`src/rtl/vga_timing_generator_if.sv`:
```
// Raster bus between the VGA timing generator and the pixel generation stage.
// The generator owns the coordinates, syncs and colour output; pixel logic returns pixelIn.
interface vga_timing_generator_if;
    logic        pixelEn;
    logic [7:0]  pixelIn;
    logic [15:0] nextX;
    logic [15:0] nextY;
    logic        nextVisible;
    logic        hsync;
    logic        vsync;
    logic [7:0]  rgbOut;
    logic        frameTick;

    modport master (
        input  pixelEn,
        input  pixelIn,
        output nextX,
        output nextY,
        output nextVisible,
        output hsync,
        output vsync,
        output rgbOut,
        output frameTick
    );

    modport slave (
        output pixelEn,
        output pixelIn,
        input  nextX,
        input  nextY,
        input  nextVisible,
        input  hsync,
        input  vsync,
        input  rgbOut,
        input  frameTick
    );
endinterface

```
`src/rtl/vga_timing_generator.sv`:
```
// VGA raster timing: h/v counters, registered syncs and blank-gated pixel, frame tick.
// Outputs lag the coordinate by one enabled edge; with pixelEn low everything holds.
module vga_timing_generator #(
    parameter int   H_ACTIVE          = 640,
    parameter int   H_FRONT           = 16,
    parameter int   H_SYNC            = 96,
    parameter int   H_BACK            = 48,
    parameter int   V_ACTIVE          = 480,
    parameter int   V_FRONT           = 10,
    parameter int   V_SYNC            = 2,
    parameter int   V_BACK            = 33,
    parameter logic SYNC_ACTIVE_LEVEL = 1'b0
) (
    input logic                    clk,
    input logic                    resetN,
    vga_timing_generator_if.master vga
);

    localparam int H_TOTAL = H_ACTIVE + H_FRONT + H_SYNC + H_BACK;
    localparam int V_TOTAL = V_ACTIVE + V_FRONT + V_SYNC + V_BACK;

    localparam logic [15:0] H_FRONT_START = 16'(H_ACTIVE);
    localparam logic [15:0] H_SYNC_START  = 16'(H_ACTIVE + H_FRONT);
    localparam logic [15:0] H_BACK_START  = 16'(H_ACTIVE + H_FRONT + H_SYNC);
    localparam logic [15:0] H_LAST        = 16'(H_TOTAL - 1);
    localparam logic [15:0] V_FRONT_START = 16'(V_ACTIVE);
    localparam logic [15:0] V_SYNC_START  = 16'(V_ACTIVE + V_FRONT);
    localparam logic [15:0] V_BACK_START  = 16'(V_ACTIVE + V_FRONT + V_SYNC);
    localparam logic [15:0] V_LAST        = 16'(V_TOTAL - 1);
    localparam logic [15:0] V_ACT_LAST    = 16'(V_ACTIVE - 1);

    typedef enum logic [1:0] {
        PH_ACTIVE,
        PH_FRONT,
        PH_SYNC,
        PH_BACK
    } phase_e;

    logic [15:0] h_count_q, h_count_d;
    logic [15:0] v_count_q, v_count_d;
    logic        hsync_q, hsync_d;
    logic        vsync_q, vsync_d;
    logic [7:0]  rgb_q, rgb_d;
    logic        frame_tick_q, frame_tick_d;

    phase_e h_phase;
    phase_e v_phase;
    logic   visible;
    logic   h_last;
    logic   v_last;

    always_comb begin
        h_phase = PH_BACK;
        if (h_count_q < H_FRONT_START) begin
            h_phase = PH_ACTIVE;
        end else if (h_count_q < H_SYNC_START) begin
            h_phase = PH_FRONT;
        end else if (h_count_q < H_BACK_START) begin
            h_phase = PH_SYNC;
        end

        v_phase = PH_BACK;
        if (v_count_q < V_FRONT_START) begin
            v_phase = PH_ACTIVE;
        end else if (v_count_q < V_SYNC_START) begin
            v_phase = PH_FRONT;
        end else if (v_count_q < V_BACK_START) begin
            v_phase = PH_SYNC;
        end
    end

    assign visible = (h_phase == PH_ACTIVE) && (v_phase == PH_ACTIVE);
    // >= rather than == so a corrupted count still wraps instead of running away
    assign h_last  = (h_count_q >= H_LAST);
    assign v_last  = (v_count_q >= V_LAST);

    always_comb begin
        h_count_d    = h_count_q;
        v_count_d    = v_count_q;
        hsync_d      = hsync_q;
        vsync_d      = vsync_q;
        rgb_d        = rgb_q;
        frame_tick_d = 1'b0;
        if (vga.pixelEn) begin
            if (h_last) begin
                h_count_d = 16'd0;
                v_count_d = v_last ? 16'd0 : v_count_q + 16'd1;
            end else begin
                h_count_d = h_count_q + 16'd1;
            end
            rgb_d        = visible ? vga.pixelIn : 8'h00;
            hsync_d      = (h_phase == PH_SYNC) ? SYNC_ACTIVE_LEVEL : ~SYNC_ACTIVE_LEVEL;
            vsync_d      = (v_phase == PH_SYNC) ? SYNC_ACTIVE_LEVEL : ~SYNC_ACTIVE_LEVEL;
            frame_tick_d = h_last && (v_count_q == V_ACT_LAST);
        end
    end

    always_ff @(posedge clk) begin
        if (!resetN) begin
            h_count_q    <= 16'd0;
            v_count_q    <= 16'd0;
            hsync_q      <= ~SYNC_ACTIVE_LEVEL;
            vsync_q      <= ~SYNC_ACTIVE_LEVEL;
            rgb_q        <= 8'h00;
            frame_tick_q <= 1'b0;
        end else begin
            h_count_q    <= h_count_d;
            v_count_q    <= v_count_d;
            hsync_q      <= hsync_d;
            vsync_q      <= vsync_d;
            rgb_q        <= rgb_d;
            frame_tick_q <= frame_tick_d;
        end
    end

    assign vga.nextX       = h_count_q;
    assign vga.nextY       = v_count_q;
    assign vga.nextVisible = visible;
    assign vga.hsync       = hsync_q;
    assign vga.vsync       = vsync_q;
    assign vga.rgbOut      = rgb_q;
    assign vga.frameTick   = frame_tick_q;

endmodule
```
`src/flat_wrapper.sv`:
```
// flat-port wrapper written by rule: the top's interface ports become plain ports
module vga_timing_generator_flat 
#(
    parameter int   H_ACTIVE          = 640,
    parameter int   H_FRONT           = 16,
    parameter int   H_SYNC            = 96,
    parameter int   H_BACK            = 48,
    parameter int   V_ACTIVE          = 480,
    parameter int   V_FRONT           = 10,
    parameter int   V_SYNC            = 2,
    parameter int   V_BACK            = 33,
    parameter logic SYNC_ACTIVE_LEVEL = 1'b0
)
  (clk, resetN, vga_pixelEn, vga_pixelIn, vga_nextX, vga_nextY, vga_nextVisible, vga_hsync, vga_vsync, vga_rgbOut, vga_frameTick);
  vga_timing_generator_if vga_i ();
  input logic clk;
  input logic resetN;
  input wire logic [$bits(vga_i.pixelEn)-1:0] vga_pixelEn;
  input wire logic [$bits(vga_i.pixelIn)-1:0] vga_pixelIn;
  output wire logic [$bits(vga_i.nextX)-1:0] vga_nextX;
  output wire logic [$bits(vga_i.nextY)-1:0] vga_nextY;
  output wire logic [$bits(vga_i.nextVisible)-1:0] vga_nextVisible;
  output wire logic [$bits(vga_i.hsync)-1:0] vga_hsync;
  output wire logic [$bits(vga_i.vsync)-1:0] vga_vsync;
  output wire logic [$bits(vga_i.rgbOut)-1:0] vga_rgbOut;
  output wire logic [$bits(vga_i.frameTick)-1:0] vga_frameTick;
  assign vga_i.pixelEn = vga_pixelEn;
  assign vga_i.pixelIn = vga_pixelIn;
  assign vga_nextX = vga_i.nextX;
  assign vga_nextY = vga_i.nextY;
  assign vga_nextVisible = vga_i.nextVisible;
  assign vga_hsync = vga_i.hsync;
  assign vga_vsync = vga_i.vsync;
  assign vga_rgbOut = vga_i.rgbOut;
  assign vga_frameTick = vga_i.frameTick;
  vga_timing_generator #(.H_ACTIVE(H_ACTIVE), .H_FRONT(H_FRONT), .H_SYNC(H_SYNC), .H_BACK(H_BACK), .V_ACTIVE(V_ACTIVE), .V_FRONT(V_FRONT), .V_SYNC(V_SYNC), .V_BACK(V_BACK), .SYNC_ACTIVE_LEVEL(SYNC_ACTIVE_LEVEL)) u_core (.clk(clk), .resetN(resetN), .vga(vga_i));
endmodule
```
`config.mk`:
```
export PLATFORM = sky130hd
export DESIGN_NAME = vga_timing_generator_flat
export DESIGN_NICKNAME = d
export VERILOG_FILES = /design/src/rtl/vga_timing_generator_if.sv /design/src/rtl/vga_timing_generator.sv /design/src/flat_wrapper.sv
export SDC_FILE = /design/constraint.sdc
export NUM_CORES = 1
export LEC_CHECK = 0
export ABC_AREA = 1
export CELL_PAD_IN_SITES_DETAIL_PLACEMENT = 1
export CELL_PAD_IN_SITES_GLOBAL_PLACEMENT = 2
export CORE_MARGIN = 4
export CORE_UTILIZATION = 23
export DETAILED_ROUTE_END_ITERATION = 7
export GPL_TIMING_DRIVEN = 1
export PLACE_DENSITY_LB_ADDON = 0.1
export SLEW_MARGIN = 20
export SYNTH_ARGS = -nofsm -noshare
export SYNTH_HDL_FRONTEND = slang
export SYNTH_SLANG_ARGS = --single-unit
export TNS_END_PERCENT = 20
```
`constraint.sdc`:
```
create_clock -name clk -period 1.4 [get_ports clk]
set_input_delay 0.28 -clock clk [delete_from_list [all_inputs] [get_ports clk]]
set_output_delay 0.28 -clock clk [all_outputs]
set_load 0.02 [all_outputs]
```
==> results.md, run 1 <==
- Die H: slightly above 100 um
- Max IR drop VDD: 379 uV
- Minimum clock period: approximately 1600 ps
- DRT Pass-1 Iters: 4
- Post-synth EDFFs: 0
- Status: finished, violations left
- Tot GR Track Use: 12.8%
- Global-route wire length before repair: 10.6 mm
- Fin. max-slew vios: 0
- Initial antenna violation count: 0
- Final period util: 117%
- Area contributors post-synth: dfxtp_1 (42%), nand2_1 (11%), nor2_1 (8.7%)
- DP Area: between 0.003 and 0.004 mm2
- Synth area leader: dfxtp_1
- HP Start: u_core.vga.hsync
- WS Path Type: reg -> out
- Syn Area/Cell: between 7 and 8 um2
- Chip Width: between 100 and 150 um
- Worst Tran Pin Value: about 330 ps
- Met2 WL: 3.02 mm
- Min Hold Slack: approximately 480 ps
- DR iter-0 viols: 32
- Critical Path RT: around 1100 ps
- Top Layer Used: met4
- Top cells by count, synth: nand2_1 (62), nor2_1 (47), dfxtp_1 (43)
- Clock transition time at the flip-flop clock pins of the worst setup and hold paths: approximately 90 ps
- Post-Syn Area: a little over 0.002 mm2
- Setup crit end kind: primary output
- Via count: about 2.2k
- Post-DP HPWL: between 5 and 6 mm
- Layout Nets: a little over 400
- Met3 WL: around 330 um
- Syn nets: between 200 and 300
- Worst flop-to-flop path endpoint: u_core.vga.nextY[7]
- Initial core utilization: 23.5%
- Ant. Diodes: 0
- RSZ-0062 raised after global routing: yes
- CTS Sinks: between 40 and 50
- TritonCTS Buffers: 5
- Wire length on met1: 2.88 mm
- Vias in the first global route: 2,272
- Final setup violating endpoints: 1
- DR vias/cell: between 4 and 5
- Setup_tns: -245 ps
- Drt wl/cell: ~13 um
- GRT Residual Overflow: 0
- Yosys reg bits: 43
- I/O Pins: 55
- Max Root-Sink Buffers: 2
- Arr. time, crit path: ~1400 ps
- Ys async rst share: 0%
- Most common cell in the netlist: nand2_1
- Rows: 34
- CTS tree: built
- FMAX: slightly above 600 MHz
- Worst Skew: ~6.6 ps
- Layout cells sized above 1: between 30% and 40%
- Top-area cell type share of the netlist area: between 40% and 50%
- Crit Path Max Fanout: 2
- Post-route ant nets: 0
- Final instance area: about 0.0033 mm2
- Clock root buffer master: clkbuf_8
- Core Util, Final: between 30% and 40%
- Hold Fails Final Rpt: 0
- Failing checks: negative setup slack
- Sequential-to-total area share from yosys stat: between 40% and 50%
- Ys flop type: dfxtp_1
- Die area: about 0.010 mm2
- Crit path from: u_core.vga.nextY[5]
- Largest net degree at the start of global routing: 19
- Max Cap Viol: 0
- Post-Syn Instances: 282
- Routability-driven placement congestion ratio: approximately 0.73
- H-Tree Depth: 2
- Worst Hold Path EP: u_core.vga.hsync
- Yosys cell types: 28
- Leak pwr: ~1.5 nW
- Hold_buf cts: 0
- Crit path launch type: flip-flop
- Skew-Pair Late Insertion Delay: about 290 ps
- Core Box Area: roughly 0.0087 mm2
- Pwr/cell area: 683 mW/mm2
- Final WS setup: -245 ps
- Worst r2r src: u_core.vga.nextX[10]
- Worst reg-to-reg path cell count: 9
- Hold/Removal Path Class: reg -> reg
- Worst slew margin: about 78%
- # DRC: 0
- Port bufs: 54
- Hold depth: 2
- Final WL: 6.30 mm
- Synth warn: 0
- R2R Setup Slk: around 10 ps
- Synth-to-Final Area Change: 62.4%
## final cells by class
cell class                 count  area, um2
clock buffer                   6       72.6
clock inverter                 1       6.26
fill                        1083       5370
inverter                      29        109
multi-input combinational    201       1130
sequential                    43        877
tap                          108        135
timing repair buffer         114        973
## power breakdown
group | internal [mW] | switching [mW] | total (mW)
Clock | 0.345 | 0.440 | 0.785
Combinational | 0.0979 | 0.118 | 0.216
Sequential | 1.25 | 0.0137 | 1.26
## worst max-delay path: stages (launching register included)
cell     delay, ps
dfxtp_1        320
inv_1           90
nor2_2          60
nand2_1        110
inv_2           70
nor4_4         250
buf_4          180
## placed cells by master (no fill, tap or decap), types with 8 or more instances in the layout
master and n:
nand2_1 59, buf_4 55, nor2_1 36, dfxtp_1 34
dlygate4sd2_1 25, inv_1 21, nand3_1 19, nor2_2 13
a21oi_1 13, clkdlybuf4s15_1 13, o21ai_0 10, clkdlybuf4s50_1 9
nor3_2 8
## flip-flops by register name, summed over array words and instances (netlist names)
| signal | count |
|---|---|
| u_core.vga.hsync | 1 |
| u_core.vga.nextY | 16 |
| u_core.vga.vsync | 1 |
| u_core.vga.nextX | 16 |
| u_core.vga.rgbOut | 8 |
| u_core.vga.frameTick | 1 |
## worst max-delay path by stage
stage,depth (start not counted),end
floorplan,5,vga_nextVisible
global placement,4,vga_nextVisible
detailed placement,4,vga_nextVisible
CTS,4,vga_nextVisible
global route,6,vga_nextVisible
finish,6,vga_nextVisible
## per-stage QoR
stage	total power, mW	setup WS [ps]	std cells
floorplan	1.39	-4.54	282
global placement	1.51	-457	494
CTS	2.30	-275	502
global route	2.38	-338	502
finish	2.26	-245	502
detailed placement	1.52	-466	494
## what timing repair did
action	in CTS	in global routing
gates cloned	0	0
setup buffers	1	0
setup endpoints to repair	70	54
gates resized for setup	74	42
pin swaps	2	4
## logic make-up (layout without fill, tap and decap cells)
| family | Yosys count | after routing | synth area share [%] |
|---|---|---|---|
| AOI/OAI and AO/OA | 28 | 28 | 7.25 |
| xor gates and xnor gates | 6 | 6 | 2.58 |
| adders and majority gates | 3 | 3 | 1.84 |
| buffers and inverters | 38 | 150 | 7.99 |
| DFF | 43 | 43 | 42.3 |
| and+or+nand+nor | 164 | 164 | 38.0 |
## per-layer routing
metal | GRT usage [%] | up-vias
met5 | 0 | -
met4 | 2.72 | 0
met3 | 3.55 | 5
met2 | 22.0 | 37
met1 | 16.1 | 1016
li1 | - | 1125
No activity file was read; power rests on OpenSTA's default activity.
==> run 2: changes to the inputs <==
--- a/config.mk
+++ b/config.mk
@@ -13,8 +13,9 @@
 export DETAILED_ROUTE_END_ITERATION = 7
 export GPL_TIMING_DRIVEN = 1
 export PLACE_DENSITY_LB_ADDON = 0.1
+export SETUP_SLACK_MARGIN = 0.4
 export SLEW_MARGIN = 20
 export SYNTH_ARGS = -nofsm -noshare
 export SYNTH_HDL_FRONTEND = slang
 export SYNTH_SLANG_ARGS = --single-unit
-export TNS_END_PERCENT = 20
+export TNS_END_PERCENT = 10
==> results.md, run 2 (synthesized netlist as in run 1, its figures left out) <==
- Commonest non-fill, non-tap cell in the layout: buf_6
- Global-route wire length before repair: 11.4 mm (+7.5%)
- CP cell instances: nor2_2 -> nand4_1 -> nor4_4 -> buf_4
- CTS Sinks: 43 (unchanged)
- I/O Pins: 55 (unchanged)
- Layout Nets: 420 (+2.9%)
- Post-route ant nets: 0 (unchanged)
- Initial core utilization: 23.5% (unchanged)
- Die area: 0.0104 mm2 (unchanged)
- Worst Skew: 10.9 ps (+4.23 ps)
- H-Tree Depth: 2 (unchanged)
- Chip Width: 102 um (unchanged)
- CP max-delay cell: dfxtp_2
- Synth-to-Final Area Change: 82.7%
- Max stage delay on crit path: 330 ps (about the same)
- Max IR drop VDD: 288 uV (-24%)
- DRT Pass-1 Iters: 4 (unchanged)
- Worst Tran Pin Value: 331 ps (-2.47 ps)
- Worst reg-to-reg path cell count: 10 (+1)
- Initial antenna violation count: 0 (unchanged)
- Via count: 2,202 (+0.87%)
- Port bufs: 54 (unchanged)
- Ant. Diodes: 0 (unchanged)
- Hold Fails Final Rpt: 0 (unchanged)
- Crit Path Max Fanout: 2 (unchanged)
- Max Cap Viol: 0 (unchanged)
- Fin. max-slew vios: 0 (unchanged)
- Hold/Removal Path Class: reg -> reg
- Largest net degree at the start of global routing: 18 (-1)
- Core Util, Final: 42.9% (+4.8 points)
- Final setup violating endpoints: 8 (+7)
- Leak pwr: 1.64 nW (+6.3%)
- FMAX: 609 MHz (+0.14%)
- Clock root buffer master: clkbuf_8
- TritonCTS Buffers: 5 (unchanged)
- DR iter-0 viols: 33 (+3.1%)
- Crit path launch type: flip-flop
- RSZ-0062 raised after global routing: yes
- Die H: 102 um (unchanged)
- Vias in the first global route: 2,335 (+2.8%)
- Arr. time, crit path: 1360 ps (about the same)
- Minimum clock period: 1640 ps (-2.32 ps)
- Setup crit end kind: primary output
- Final WS setup: -243 ps (+2.32 ps)
- Fillers: 1,056 (-2.5%)
- Max Root-Sink Buffers: 2 (unchanged)
- Setup_tns: -287 ps (-42.4 ps)
- Rows: 34 (unchanged)
- Hold depth: 2 (unchanged)
- Skew-Pair Late Insertion Delay: 300 ps (about the same)
- Post-DP HPWL: 5.06 mm (+1.0%)
- CTS tree: built
- Layout cells sized above 1: 57.5% (+24 points)
- Hold_buf cts: 0 (unchanged)
- Final WL: 6.82 mm (+8.3%)
- WS Path Type: reg -> out
- Drt wl/cell: 13.2 um (+5.6%)
- Tot GR Track Use: 13.9% (+1.1 points)
- Pwr/cell area: 624 mW/mm2 (-8.7%)
- Failing checks: negative setup slack
- GRT Residual Overflow: 0 (unchanged)
- Worst slew margin: 77.8% (+0.20 points)
- Routability-driven placement congestion ratio: 0.739 (+1.3%)
- # DRC: 0 (unchanged)
- Total power: 2.32 mW (+2.7%)
- Most frequent cells in the layout: buf_6 (61), buf_4 (51), nand2_1 (48), nor2_1 (30), dfxtp_2 (28)
- DP Area: 0.00318 mm2 (+1.0%)
- DR vias/cell: 4.28 (-1.7%)
- Status: finished, violations left
- Critical Path RT: 1120 ps (about the same)
- Final period util: 117% (-0.17 points)
- Clock transition time at the flip-flop clock pins of the worst setup and hold paths: 90 ps (about the same)
- Core Box Area: 0.00868 mm2 (unchanged)
- Final instance area: 0.00372 mm2 (+12%)
[run 2: per-layer routing]
layer | track usage [%] | wire (um) | up-vias
met1 | 19.5 | 3300 | 1022
li1 | - | - | 1149
met4 | 3.33 | 37 | 0
met5 | 0 | 0 | -
met3 | 2.94 | 228 | 2
met2 | 21.9 | 3260 | 29
[run 2: repair_timing]
item | CTS | global route
pin swaps | 14 | 17
gates resized for setup | 294 | 62
setup buffers | 8 | 3
setup endpoints to repair | 87 | 83
[run 2: cell type report]
| class | count | area, um2 | share of cell area [%] |
|---|---|---|---|
| Tap cell | 108 | 135 | 3.63 |
| Clock inverter | 2 | 12.5 | 0.336 |
| Timing Repair Buffer | 126 | 1220 | 32.9 |
| Clock buffer | 6 | 72.6 | 1.95 |
| Sequential cell | 43 | 918 | 24.7 |
| Inverter | 29 | 113 | 3.03 |
| Multi-Input combinational cell | 201 | 1250 | 33.5 |
[run 2: worst max-delay path, delay by kind of cell (launching register included)]
kind | cells | cell delay (ps)
buf+inv | 1 | 180
flops | 1 | 330
simple gates | 3 | 560
[run 2: through the flow]
stage | hold slack [ps] | setup WS (ps) | instances
6_report | 489 | -243 | 515
5_1_grt | 529 | -370 | 515
4_1_cts | 479 | -290 | 512
3_5_place_dp | 457 | -516 | 496
3_3_place_gp | 447 | -507 | 496
2_1_floorplan | 433 | 25.5 | 282
[run 2: worst paths after layout]
kind	slack (ps)	start	end
setup reg to reg	-10	u_core.vga.nextX[1]	u_core.vga.nextY[12]
setup / recovery	-240	u_core.vga.nextX[10]	vga_nextVisible
hold reg to reg	490	u_core.vga.hsync	u_core.vga.hsync
hold / removal	490	u_core.vga.hsync	u_core.vga.hsync
[run 2: report_power, final]
| group | total (mW) | switching, mW | internal [mW] |
|---|---|---|---|
| clock network | 0.818 | 0.467 | 0.350 |
| registers | 1.26 | 0.0173 | 1.24 |
| logic | 0.247 | 0.129 | 0.118 |
==> run 3: changes to the inputs <==
--- a/config.mk
+++ b/config.mk
@@ -11,8 +11,9 @@
 export CORE_MARGIN = 4
 export CORE_UTILIZATION = 23
 export DETAILED_ROUTE_END_ITERATION = 7
-export GPL_TIMING_DRIVEN = 1
+export GPL_TIMING_DRIVEN = 0
 export PLACE_DENSITY_LB_ADDON = 0.1
+export RECOVER_POWER = 100
 export SETUP_SLACK_MARGIN = 0.4
 export SLEW_MARGIN = 20
 export SYNTH_ARGS = -nofsm -noshare
==> results.md, run 3 (synthesized netlist as in run 1, its figures left out) <==
- Rows: 34 (unchanged)
- Via count: 2,098 (-4.7%)
- Hold Fails Final Rpt: 0 (unchanged)
- Clock transition time at the flip-flop clock pins of the worst setup and hold paths: 90 ps (about the same)
- Post-route ant nets: 0 (unchanged)
- Ant. Diodes: 0 (unchanged)
- Chip Width: 102 um (unchanged)
- Worst flop-to-flop path endpoint: u_core.vga.rgbOut[7]
- R2R Setup Slk: -170 ps (-160 ps)
- CTS Sinks: 43 (unchanged)
- Status: finished, violations left
- Crit path launch type: flip-flop
- DR iter-0 viols: 55 (+67%)
- Largest net degree at the start of global routing: 14 (-4)
- Final setup violating endpoints: 15 (+7)
- Hold/Removal Path Class: reg -> reg
- Tot GR Track Use: 13.1% (-0.77 points)
- Core Util, Final: 37.1% (-5.8 points)
- Final WS setup: -285 ps (-42.2 ps)
- FMAX: 594 MHz (-2.5%)
- GRT Residual Overflow: 0 (unchanged)
- Initial antenna violation count: 0 (unchanged)
- Max IR drop VDD: 343 uV (+19%)
- Minimum clock period: 1680 ps (+42.2 ps)
- CTS tree: built
- Drt wl/cell: 13.8 um (+4.5%)
- Worst Skew: 8.06 ps (-2.80 ps)
- Crit Path Max Fanout: 3 (+1)
- Leak pwr: 1.39 nW (-16%)
- DRT Pass-1 Iters: 4 (unchanged)
- Final WL: 6.49 mm (-4.9%)
- Worst Tran Pin Value: 507 ps (+176 ps)
- Arr. time, crit path: 1400 ps (+40 ps)
- DR vias/cell: 4.47 (+4.6%)
- Hold depth: 2 (unchanged)
- Worst slew margin: 66.2% (-12 points)
- Pwr/cell area: 779 mW/mm2 (+25%)
- TritonCTS Buffers: 5 (unchanged)
- HP Start: u_core.vga.nextY[11]
- WS Path Type: reg -> out
- Die H: 102 um (unchanged)
- Die area: 0.0104 mm2 (unchanged)
- Post-DP HPWL: 4.65 mm (-8.1%)
- Synth-to-Final Area Change: 58.1%
- Global-route wire length before repair: 10.7 mm (-6.2%)
- I/O Pins: 55 (unchanged)
- Critical Path RT: 1120 ps (about the same)
- Worst r2r src: u_core.vga.nextX[13]
- Layout cells sized above 1: 42.7% (-15 points)
- Skew-Pair Late Insertion Delay: 300 ps (about the same)
- Crit path from: u_core.vga.nextX[13]
- Initial core utilization: 23.5% (unchanged)
- Failing checks: negative setup slack
- Clock root buffer master: clkbuf_8
- H-Tree Depth: 2 (unchanged)
- Min Hold Slack: 460 ps (-28.6 ps)
- Setup_tns: -1760 ps (-1470 ps)
- Worst reg-to-reg path cell count: 7 (-3)
- # DRC: 0 (unchanged)
- Reg power frac: 49.4% (-4.7 points)
- Core Box Area: 0.00868 mm2 (unchanged)
- Setup crit end kind: primary output
- Worst Hold Path EP: u_core.vga.nextY[11]
- Clock group share of total power: 42.3% (+7.1 points)
- Gate power share: 8.3% (-2.4 points)
- Max Root-Sink Buffers: 2 (unchanged)
- Psw: 0.618 mW (+0.69%)
- Sw Share: 24.7% (-1.8 points)
- RSZ-0062 raised after global routing: yes
- Fin. max-slew vios: 0 (unchanged)
- Port bufs: 54 (unchanged)
- Layout Nets: 374 (-11%)
- Int Power: 1.89 mW (+11%)
- Most frequent cells in the layout: nand2_1 (52), nor2_1 (35), buf_4 (26), buf_6 (25)
- Vias in the first global route: 2,113 (-9.5%)
- Total power: 2.51 mW (+7.9%)
- Commonest non-fill, non-tap cell in the layout: nand2_1
- Final period util: 120% (+3.0 points)
- Routability-driven placement congestion ratio: 0.723 (-2.2%)
- Max Cap Viol: 0 (unchanged)
## run 3: cell count changes in the layout (fill, tap and decap cells not counted), sizes merged
cell / delta
clkdlybuf4s15: -2
dlygate4sd2: +6
clkbuf: +4
clkinvlp: -1
buf: -53
bufinv: +1
clkdlybuf4s50: -1
## run 3: what timing repair did
item                                   CTS  global route
pin swaps                               17             5
gates cloned                             1             0
endpoints found under the hold margin    0             0
hold buffers                             0             0
setup buffers                           15             1
gates resized for setup                273            28
setup endpoints to repair               87            87
## run 3: final cells by class
type,instances,area [um2]
fillers,1073,5460
multi-input cells,201,1180
flip-flops and latches,43,933
repair buffers,71,671
well taps,108,135
inverters,29,116
clock buffers,6,82.6
plain buffers,9,67.6
clock inverters,2,35.0
## run 3: worst max path at each step
stage | depth (start not counted) | end | slack [ps]
after global routing | 4 | vga_nextVisible | -370
after floorplan | 5 | vga_nextVisible | 30
final | 4 | vga_nextVisible | -280
after CTS | 4 | vga_nextVisible | -290
after detailed placement | 5 | u_core.vga.frameTick | -630
after global placement | 5 | u_core.vga.frameTick | -670
## run 3: per-layer routing
layer	GRT usage [%]	wire length, um
met5	0	0
met4	3.33	66
met3	3.21	278
met2	21.1	3010
met1	17.7	3130
## run 3: critical path, stage by stage (launching register included)
cell     delay [ps]
dfxtp_2         350
nor2_4          120
nand4_1         170
nor4_4          280
buf_4           180
## run 3: per-stage QoR
step / std cells / instance area [um2] / worst slack [ps]
after global placement: 444 / 2770 / -673
after detailed placement: 444 / 2770 / -634
after floorplan: 282 / 2090 / 25.5
after global routing: 469 / 3220 / -374
after CTS: 468 / 3150 / -290
final: 469 / 3220 / -285
## run 3: power by group through the flow
| stage | Combinational (mW) | Sequential [mW] | Clock (mW) |
|---|---|---|---|
| floorplan | 0.0747 | 1.32 | 0 |
| CTS | 0.208 | 1.25 | 1.09 |
| finish | 0.207 | 1.24 | 1.06 |
| global placement | 0.209 | 1.29 | 0 |
| detailed placement | 0.211 | 1.29 | 0 |
| global route | 0.229 | 1.24 | 1.15 |
==> RTL edit, RTL diff (flow settings as in run 1) <==
Take the reset off `rgb_q` and load it in a clocked block of its own.
--- a/src/rtl/vga_timing_generator.sv
+++ b/src/rtl/vga_timing_generator.sv
@@ -101,16 +101,18 @@
             v_count_q    <= 16'd0;
             hsync_q      <= ~SYNC_ACTIVE_LEVEL;
             vsync_q      <= ~SYNC_ACTIVE_LEVEL;
-            rgb_q        <= 8'h00;
             frame_tick_q <= 1'b0;
         end else begin
             h_count_q    <= h_count_d;
             v_count_q    <= v_count_d;
             hsync_q      <= hsync_d;
             vsync_q      <= vsync_d;
-            rgb_q        <= rgb_d;
             frame_tick_q <= frame_tick_d;
         end
+    end
+
+    always_ff @(posedge clk) begin
+        rgb_q <= rgb_d;
     end
 
     assign vga.nextX       = h_count_q;
Check against the original RTL: not equivalent (Yosys sat finds a counterexample within 4 cycles, from zero or initial values and one cycle with resetN low).
==> RTL edit against run 1 <==
- the flow still finishes with violations (negative setup slack)
- wire length increased by 5.3%
- count of clock-buffer cells in the layout decreased by 1
- synthesized cell count decreased by 1.1%
- design area increased by 5.5%
- critical path depth increased by 2
- setup slack got worse by 0.070 ns
- power increased by 10%
- sequential cell count unchanged
- synthesized area increased by 2.0%
==> RTL edit: results <==
{
  "tightest_slew_ns": 0.250,
  "violations": "negative setup slack",
  "wl_mm": 6.63,
  "min_path_type": "input port to flip-flop",
  "htreeDepth": 2,
  "grt_pass1_wl_mm": 10.9,
  "num-fill-cells": 1085,
  "first_pass_iters": 4,
  "vias": 2195,
  "dp_slack_ns": -0.521,
  "synth_edf_count": 8,
  "fin_tns_setup_ns": -0.452,
  "synthTopCellsByArea": "dfxtp_1 34%, edfxtp_1 12%, nand2_1 12%, nor2_1 9.2%, inv_1 6.9%",
  "yosysSeqAreaShare_pct": 45.3,
  "status": "finished, violations left",
  "grt_pass1_vias": 2262,
  "antenna_found_initial": 0,
  "holdPathStages": 3,
  "syn_nets": 293,
  "r2r_end": "u_core.vga.nextX[1]",
  "ir_drop_mv": 0.350,
  "drt_iter0_drc": 48,
  "setup_violations": 13,
  "fin_nets": 416,
  "ff2ff_path_depth": 9,
  "yosys_warnings": 0,
  "drive_above_1_share_pct": 39.2,
  "leakage_nw": 1.62,
  "worstReg2RegStart": "u_core.vga.nextX[14]",
  "fin_skew_ns": 0.0100,
  "hpwl_mm": 5.09,
  "yosys-top-cells-count": "64 x nand2_1, 51 x nor2_1, 38 x inv_1",
  "min_to": "u_core.vga.nextX[2]",
  "grt_start_max_net_pins": 15,
  "synth_flop_cell": "dfxtp_1",
  "async_flop_share_pct": 0,
  "worst_slack_ns": -0.314,
  "cp.arrival_ns": 1.43,
  "worstHoldStart": "vga_pixelEn",
  "synth_cell_types": 29,
  "place.gp.congestion": 0.720,
  "ff2ff_setup_slack_ns": -0.02,
  "cts_max_path_buffers": 2,
  "grt_usage_pct": 13.1
}
-- RTL edit: metrics by stage --
stage	instances	power [mW]	hold WS [ns]	instance area (um2)
after floorplan	279	1.40	0.392	2080
after global routing	511	2.61	0.492	3490
after CTS	507	2.53	0.477	3340
after detailed placement	499	1.52	0.463	3230
final	511	2.49	0.468	3490
after global placement	499	1.52	0.452	3230
-- RTL edit: final cells by class --
cell class,count,share of cell area [%]
Multi-Input combinational cell,190,31.8
Timing Repair Buffer,122,29.7
Sequential cell,43,27.2
Inverter,40,4.37
Tap cell,108,3.87
Clock buffer,5,1.97
Clock inverter,3,1.11
-- RTL edit: how the worst max path moves through the flow --
stage,start,to,cells after the start
floorplan,u_core.vga.nextY[14],vga_nextVisible,7
global placement,u_core.vga.nextY[14],vga_nextVisible,8
detailed placement,u_core.vga.nextY[14],vga_nextVisible,8
CTS,u_core.vga.nextY[14],vga_nextVisible,8
global route,u_core.vga.nextY[14],vga_nextVisible,8
finish,u_core.vga.nextY[14],vga_nextVisible,8
-- RTL edit: timing repair --
action / in CTS / in global routing
buffers inserted: 0 / 3
pin swaps: 5 / 16
endpoints found under the setup margin: 76 / 51
cloned: 0 / 1
gates resized for setup: 77 / 60
-- RTL edit: kinds of logic (layout without fill, tap and decap cells) --
family / count (synthesis) / after routing / synth area share (%)
xor+xnor: 7 / 7 / 2.95
flops: 43 / 43 / 45.3
simple gates: 159 / 159 / 33.8
compound gates: 21 / 21 / 6.75
fa+ha+maj: 3 / 3 / 1.81
buf+inv: 46 / 170 / 9.40
-- RTL edit: critical path, delay by kind of cell (launching register included) --
family | cells | cell delay, ns
buf+inv | 2 | 0.18
simple gates | 6 | 0.64
flops | 1 | 0.32
-- RTL edit: power by group --
part	internal [mW]	total, mW	leakage [nW]	switching (mW)
registers	1.28	1.29	0.365	0.00984
clock network	0.524	0.989	0.0556	0.465
logic	0.0938	0.204	1.20	0.110
total	1.90	2.49	1.62	0.585
-- RTL edit: metal layers --
layer  track usage, %  part of all wire (%)  up-vias
li1                 -                     -     1121
met1             16.9                    45     1019
met2             22.6                    48       48
met3             2.23                   5.0        7
met4             3.59                   1.2        0
met5                0                     0        -
